===== config.mk =====
export PLATFORM = sky130hd
export DESIGN_NAME = pong_match_ctrl
export DESIGN_NICKNAME = d
export VERILOG_FILES = /design/src/rtl/pong_match_ctrl.sv
export SDC_FILE = /design/constraint.sdc
export NUM_CORES = 1
export LEC_CHECK = 0
export ABC_AREA = 0
export BUFFER_PORTS_ARGS = -buffer_cell sky130_fd_sc_hd__buf_2
export CAP_MARGIN = 20
export CELL_PAD_IN_SITES_DETAIL_PLACEMENT = 2
export CELL_PAD_IN_SITES_GLOBAL_PLACEMENT = 2
export CORE_AREA = 2 2 82 84
export CTS_CLUSTER_DIAMETER = 30
export DETAILED_ROUTE_END_ITERATION = 12
export DIE_AREA = 0 0 84 86
export HOLD_SLACK_MARGIN = 0.15
export PLACE_DENSITY_LB_ADDON = 0.1
export SKIP_CTS_REPAIR_TIMING = 1
export SLEW_MARGIN = 20
export SYNTH_ARGS = -nofsm -noshare
export SYNTH_HDL_FRONTEND = slang
export SYNTH_SLANG_ARGS = --single-unit

===== constraint.sdc =====
create_clock -name clk -period 2.8 [get_ports clk]
set_input_delay 0.28 -clock clk [delete_from_list [all_inputs] [get_ports clk]]
set_output_delay 0.28 -clock clk [all_outputs]
set_load 0.05 [all_outputs]

===== src/rtl/pong_match_ctrl.sv =====
// Pong match controller: sequences serve / play / pause / game-over, keeps
// per-player scores, and decides the winner on a win score or on time-up.
module pong_match_ctrl #(
  parameter int NUM_PLAYERS = 2,
  parameter int SCORE_W     = 4,
  parameter int WIN_SCORE   = 7,
  parameter int SERVE_DLY   = 200,
  localparam int PW         = (NUM_PLAYERS > 2) ? $clog2(NUM_PLAYERS) : 1
) (
  input  logic                           clk,
  input  logic                           rst,
  input  logic                           tick,
  input  logic                           start,
  input  logic                           pause,
  input  logic                           time_up,
  input  logic [NUM_PLAYERS-1:0]         miss,
  output logic                           stop,
  output logic                           serve,
  output logic [PW-1:0]                  serve_to,
  output logic [NUM_PLAYERS*SCORE_W-1:0] scores,
  output logic [2:0]                     state,
  output logic [PW-1:0]                  winner,
  output logic                           winner_valid,
  output logic                           timer_run
);

  // Counter is wide enough to hold SERVE_DLY itself, so it never wraps.
  localparam int CW = $clog2(SERVE_DLY + 1);
  localparam logic [SCORE_W-1:0] SCORE_MAX = {SCORE_W{1'b1}};
  localparam logic [SCORE_W-1:0] WIN_V     = SCORE_W'(WIN_SCORE);
  localparam logic [CW-1:0]      DLY_V     = CW'(SERVE_DLY);

  typedef logic [NUM_PLAYERS-1:0][SCORE_W-1:0] score_vec_t;

  typedef enum logic [2:0] {
    IDLE  = 3'd0,
    SERVE = 3'd1,
    PLAY  = 3'd2,
    PAUSE = 3'd3,
    OVER  = 3'd4
  } state_t;

  // Every player that did not miss gains one point, saturating at the max.
  function automatic score_vec_t bump_scores(input score_vec_t sc,
                                             input logic [NUM_PLAYERS-1:0] m);
    score_vec_t res;
    res = sc;
    for (int j = 0; j < NUM_PLAYERS; j++) begin
      if (!m[j] && (sc[j] != SCORE_MAX)) begin
        res[j] = sc[j] + SCORE_W'(1'b1);
      end else begin
        res[j] = sc[j];
      end
    end
    return res;
  endfunction

  // Lowest index whose miss bit is set; the ball is served toward that player.
  function automatic logic [PW-1:0] lowest_miss(input logic [NUM_PLAYERS-1:0] m);
    logic [PW-1:0] idx;
    idx = '0;
    for (int i = NUM_PLAYERS - 1; i >= 0; i--) begin
      if (m[i]) begin
        idx = PW'(i);
      end else begin
        idx = idx;
      end
    end
    return idx;
  endfunction

  // True when any score has reached the match-ending value.
  function automatic logic any_win(input score_vec_t sc);
    logic hit;
    hit = 1'b0;
    for (int i = 0; i < NUM_PLAYERS; i++) begin
      if (sc[i] >= WIN_V) begin
        hit = 1'b1;
      end else begin
        hit = hit;
      end
    end
    return hit;
  endfunction

  // Returns {unique, index}: highest score, lowest index on a tie.
  function automatic logic [PW:0] pick_winner(input score_vec_t sc);
    logic [SCORE_W-1:0] best;
    logic [PW-1:0]      idx;
    logic               dup;
    best = sc[0];
    idx  = '0;
    dup  = 1'b0;
    for (int i = 1; i < NUM_PLAYERS; i++) begin
      if (sc[i] > best) begin
        best = sc[i];
        idx  = PW'(i);
        dup  = 1'b0;
      end else if (sc[i] == best) begin
        dup = 1'b1;
      end else begin
        dup = dup;
      end
    end
    return {~dup, idx};
  endfunction

  state_t             state_r, state_nxt_s;
  score_vec_t         scores_r, scores_nxt_s, bumped_s;
  logic [PW-1:0]      serve_to_r, serve_to_nxt_s, lowest_s;
  logic [PW-1:0]      winner_r, winner_nxt_s;
  logic               wv_r, wv_nxt_s;
  logic               serve_r, serve_nxt_s;
  logic [CW-1:0]      cnt_r, cnt_nxt_s;
  logic               stop_r, timer_run_r;
  logic [PW:0]        pick_cur_s, pick_new_s;
  logic               miss_any_s, miss_all_s, win_hit_s;

  assign bumped_s   = bump_scores(scores_r, miss);
  assign lowest_s   = lowest_miss(miss);
  assign win_hit_s  = any_win(bumped_s);
  assign pick_cur_s = pick_winner(scores_r);
  assign pick_new_s = pick_winner(bumped_s);
  assign miss_any_s = (miss != '0);
  assign miss_all_s = (miss == {NUM_PLAYERS{1'b1}});

  // Next-state and next-register computation for the match sequencer.
  always_comb begin
    state_nxt_s    = state_r;
    scores_nxt_s   = scores_r;
    serve_to_nxt_s = serve_to_r;
    winner_nxt_s   = winner_r;
    wv_nxt_s       = wv_r;
    cnt_nxt_s      = cnt_r;
    serve_nxt_s    = 1'b0;
    case (state_r)
      IDLE, OVER: begin
        if (start) begin
          scores_nxt_s   = '0;
          serve_to_nxt_s = '0;
          winner_nxt_s   = '0;
          wv_nxt_s       = 1'b0;
          cnt_nxt_s      = '0;
          state_nxt_s    = SERVE;
        end else begin
          state_nxt_s = state_r;
        end
      end
      SERVE: begin
        if (time_up) begin
          state_nxt_s  = OVER;
          winner_nxt_s = pick_cur_s[PW-1:0];
          wv_nxt_s     = pick_cur_s[PW];
        end else if (tick) begin
          cnt_nxt_s = cnt_r + CW'(1'b1);
          if ((cnt_r + CW'(1'b1)) == DLY_V) begin
            state_nxt_s = PLAY;
            serve_nxt_s = 1'b1;
          end else begin
            state_nxt_s = SERVE;
          end
        end else begin
          state_nxt_s = SERVE;
        end
      end
      PLAY: begin
        if (time_up) begin
          // The timer wins over any simultaneous miss or pause.
          state_nxt_s  = OVER;
          winner_nxt_s = pick_cur_s[PW-1:0];
          wv_nxt_s     = pick_cur_s[PW];
        end else if (miss_all_s) begin
          // Everybody missed: nobody scores, just serve again.
          state_nxt_s = SERVE;
          cnt_nxt_s   = '0;
        end else if (miss_any_s) begin
          scores_nxt_s   = bumped_s;
          serve_to_nxt_s = lowest_s;
          if (win_hit_s) begin
            state_nxt_s  = OVER;
            winner_nxt_s = pick_new_s[PW-1:0];
            wv_nxt_s     = pick_new_s[PW];
          end else begin
            state_nxt_s = SERVE;
            cnt_nxt_s   = '0;
          end
        end else if (pause) begin
          state_nxt_s = PAUSE;
        end else begin
          state_nxt_s = PLAY;
        end
      end
      PAUSE: begin
        if (time_up) begin
          state_nxt_s  = OVER;
          winner_nxt_s = pick_cur_s[PW-1:0];
          wv_nxt_s     = pick_cur_s[PW];
        end else if (pause) begin
          state_nxt_s = PLAY;
        end else begin
          state_nxt_s = PAUSE;
        end
      end
      default: begin
        state_nxt_s = IDLE;
      end
    endcase
  end

  // State and datapath registers; stop/timer_run are registered from next state.
  always_ff @(posedge clk) begin
    if (rst) begin
      state_r     <= IDLE;
      scores_r    <= '0;
      serve_to_r  <= '0;
      winner_r    <= '0;
      wv_r        <= 1'b0;
      serve_r     <= 1'b0;
      cnt_r       <= '0;
      stop_r      <= 1'b1;
      timer_run_r <= 1'b0;
    end else begin
      state_r     <= state_nxt_s;
      scores_r    <= scores_nxt_s;
      serve_to_r  <= serve_to_nxt_s;
      winner_r    <= winner_nxt_s;
      wv_r        <= wv_nxt_s;
      serve_r     <= serve_nxt_s;
      cnt_r       <= cnt_nxt_s;
      stop_r      <= (state_nxt_s != PLAY);
      timer_run_r <= (state_nxt_s == SERVE) || (state_nxt_s == PLAY);
    end
  end

  assign state        = state_r;
  assign scores       = scores_r;
  assign serve_to     = serve_to_r;
  assign winner       = winner_r;
  assign winner_valid = wv_r;
  assign serve        = serve_r;
  assign stop         = stop_r;
  assign timer_run    = timer_run_r;

endmodule


==> key figures <==
Outcome
  • Status: completed

Synth
  • Synth async-reset ratio: 0%
  • Mapped Area: 1860 sq um
  • Syn nets: 259
  • Post-synth top area share: 26.9%
  • Warnings, synthesis: 0
  • Top-count cell post-synth: a21oi_1
  • Cell taking the most area after synthesis: dfxtp_1
  • Yosys reg bits: 25
  • Top cells by area, synth: dfxtp_1 (27%), ha_1 (7.4%), a21oi_1 (7.0%)
  • Syn Area/Cell: 7.76 sq um
  • Sequential area share after synthesis: 26.9%
  • Post-synth EDFFs: 0
  • Post-Syn Instances: 240
  • Post-synth top cells: a21oi_1 (26), dfxtp_1 (25), nor2_1 (25)
  • Synth cell types: 56
  • Main flop type after synthesis: dfxtp_1

Drt
  • Initial drt markers: 50
  • First drt pass iteration count: 4
  • Wirelength per Cell: 16.9 microns
  • Vias post-DR: 1825
  • Via density: 5.43
  • Residual DRC: 0
  • ANT nets after route: 0
  • Drt total wl: 5.69 mm

Worst setup path
  • Crit path launch type: register
  • Kind of end point of the critical path: register
  • FF-to-FF setup slack: 260 ps
  • R2R Path End: winner
  • Reg2reg start: scores[4]
  • Crit path DAT: 2730 ps
  • Worst Path Required: 2980 ps
  • Crit Path Class: register to register
  • Worst reg2reg path depth: 10
  • Crit Path Max Fanout: 8

Timing
  • Slew HR: 60.7%
  • Setup TNS: 0 ps
  • Slew @ Worst Pin: 589 ps
  • Slew Limit Fails: 0
  • Clock Skew: 7.32 ps
  • Maximum clock rate: 0.393 GHz
  • Crit path time final: 2540 ps
  • RSZ-0062 raised after global routing: no
  • Final period utilization: 90.8%
  • Final hold violations: 0
  • Min Hold Slack: 374 ps
  • Final setup fails: 0

Pwr
  • Clock share of power: 33.0%
  • Worst vdd ir: 184 uV
  • LEAKAGE: 0.813 nW
  • P per Cell Area: 343 nW/um^2
  • Switching fraction of total power: 30.1%
  • P_sw: 0.000214 W
  • Seq pwr share: 51.9%
  • Logic pwr share: 15.1%
  • Internal Pwr Total: 0.000498 W
  • Final Total Pwr: 0.000712 W

Min path
  • Hold Startpoint: time_up
  • WHS Endpoint: serve
  • Hold crit path type: input port to register
  • WHS Path Cells: 2

Global route
  • Largest net degree at the start of global routing: 22
  • Met1 Use GR: 21.7%
  • GR peak layer: met2
  • Congestion Overflow GR: 0
  • Initial antenna violation count: 0
  • Global-route met2 utilization: 29.4%
  • Vias in the first global route: 1893
  • First-pass GRT wire length: 9.74 mm
  • Met3 usage: 1.44%
  • Tot GR Track Use: 16.6%

Die
  • Initial Util: 29.7%
  • Core area: 6280 sq um
  • Die Y: 86 microns
  • Site Rows: 29
  • Die area: 7220 sq um
  • I/O pin count: 25
  • Width of the die: 84 microns

Cells and area
  • Diodes inserted: 0
  • Synth-to-layout area growth: 11.6%
  • Design area: 2080 sq um
  • Fillers: 762
  • Nets: 279
  • Share of layout cells above drive strength 1: 15.1%

Placed design
  • Post-placement cell area: 2030 sq um
  • Port-buffer cells: 24
  • Detail Placement HPWL: 4.28 mm
  • Routability cong.: 0.754

Clocking
  • Maximum root-to-sink buffer count: 2
  • Clock Latency Late Sink: 280 ps
  • Clock sink count: 25
  • Clk slew on worst S/H paths: 100 ps
  • CTS tree: yes
  • Htree depth: 1
  • Root buffer cell: clkbuf_8
  • Inserted Clock Buffers: 3

Run
  • Number of max-cap violations: 0
how the worst max path moves through the flow:
stage / slack, ps / from / depth (start not counted) / end
final: 260 / scores[4] / 10 / winner
after CTS: 230 / scores[4] / 10 / winner
after global placement: 350 / scores[4] / 10 / winner
after global routing: 40 / scores[1] / 11 / winner
after detailed placement: 240 / scores[4] / 10 / winner
after floorplan: 100 / scores[4] / 10 / winner
logic make-up (layout without fill, tap and decap cells):
logic type / count (synthesis) / after routing / synth area share [%]
and+or+nand+nor: 108 / 108 / 32.5
AOI/OAI and AO/OA: 63 / 63 / 21.4
muxes: 6 / 6 / 3.43
DFF: 25 / 25 / 26.9
xor gates and xnor gates: 5 / 5 / 2.35
buffers and inverters: 22 / 41 / 6.12
adders and majority gates: 11 / 11 / 7.39
sequential cells by signal (all words and copies together), names as in the netlist:
register,count
winner_valid,1
timer_run,1
serve_to,1
state,3
winner,1
stop,1
serve,1
cnt_r,8
scores,8
metal layers:
metal / part of all wire (%) / vias up
met2: 49 / 22
met4: 1.2 / 0
met1: 48 / 896
li1: - / 901
met5: 0 / -
met3: 1.5 / 6
critical path, stage by stage (launching register included):
cell	delay [ps]
dfxtp_1	390
ha_1	270
a31oi_2	240
mux2_2	370
ha_1	300
nor2b_1	130
o21ai_0	150
nand2b_1	70
a21oi_1	140
o221ai_1	130
o221a_1	250
power groups by stage:
stage	Clock (W)	Combinational, W	Sequential (W)
2_1_floorplan	0	0.0000706	0.000387
3_3_place_gp	0	0.000109	0.000378
3_5_place_dp	0	0.000110	0.000378
5_1_grt	0.000260	0.000121	0.000372
6_report	0.000235	0.000107	0.000370
4_1_cts	0.000245	0.000111	0.000370
area by class of cell:
| cell class | instances | area (sq um) | share of cell area (%) |
|---|---|---|---|
| clock buffer | 4 | 45.0 | 2.17 |
| inverter | 8 | 30.0 | 1.45 |
| multi-input combinational | 193 | 1250 | 60.1 |
| sequential | 25 | 500 | 24.1 |
| tap | 77 | 96.3 | 4.64 |
| timing repair buffer | 29 | 158 | 7.59 |
placed cells by master, fill, tap and decap left out, types with 2 or more instances in the layout:
cell       count
a21oi_1       26
buf_2         24
or3_1          5
nand4_1        2
nor3_1         8
nand3b_1       5
ha_1          11
xnor2_1        2
nand2b_1       7
nor2b_1        7
clkbuf_8       3
dfxtp_1       25
a21o_1         2
nand4bb_1      2
buf_4          5
xor2_1         3
and2_1         2
a31oi_1        3
mux2_1         2
nor3b_1        4
a211o_1        2
nor2_1        25
nand3_1        6
mux2i_1        3
inv_1          8
or4_1          2
nand2_1       22
o21ai_0       13
nand4b_1       4
stage by stage:
stage / util, % / setup slack, ps / cells
3_5_place_dp: 32.4 / 241 / 332
6_report: 33.1 / 256 / 336
2_1_floorplan: - / 95.9 / 240
4_1_cts: 33.1 / 234 / 336
3_3_place_gp: 32.4 / 349 / 332
5_1_grt: 33.1 / 44.4 / 336
(Power assumes the default switching activity.)
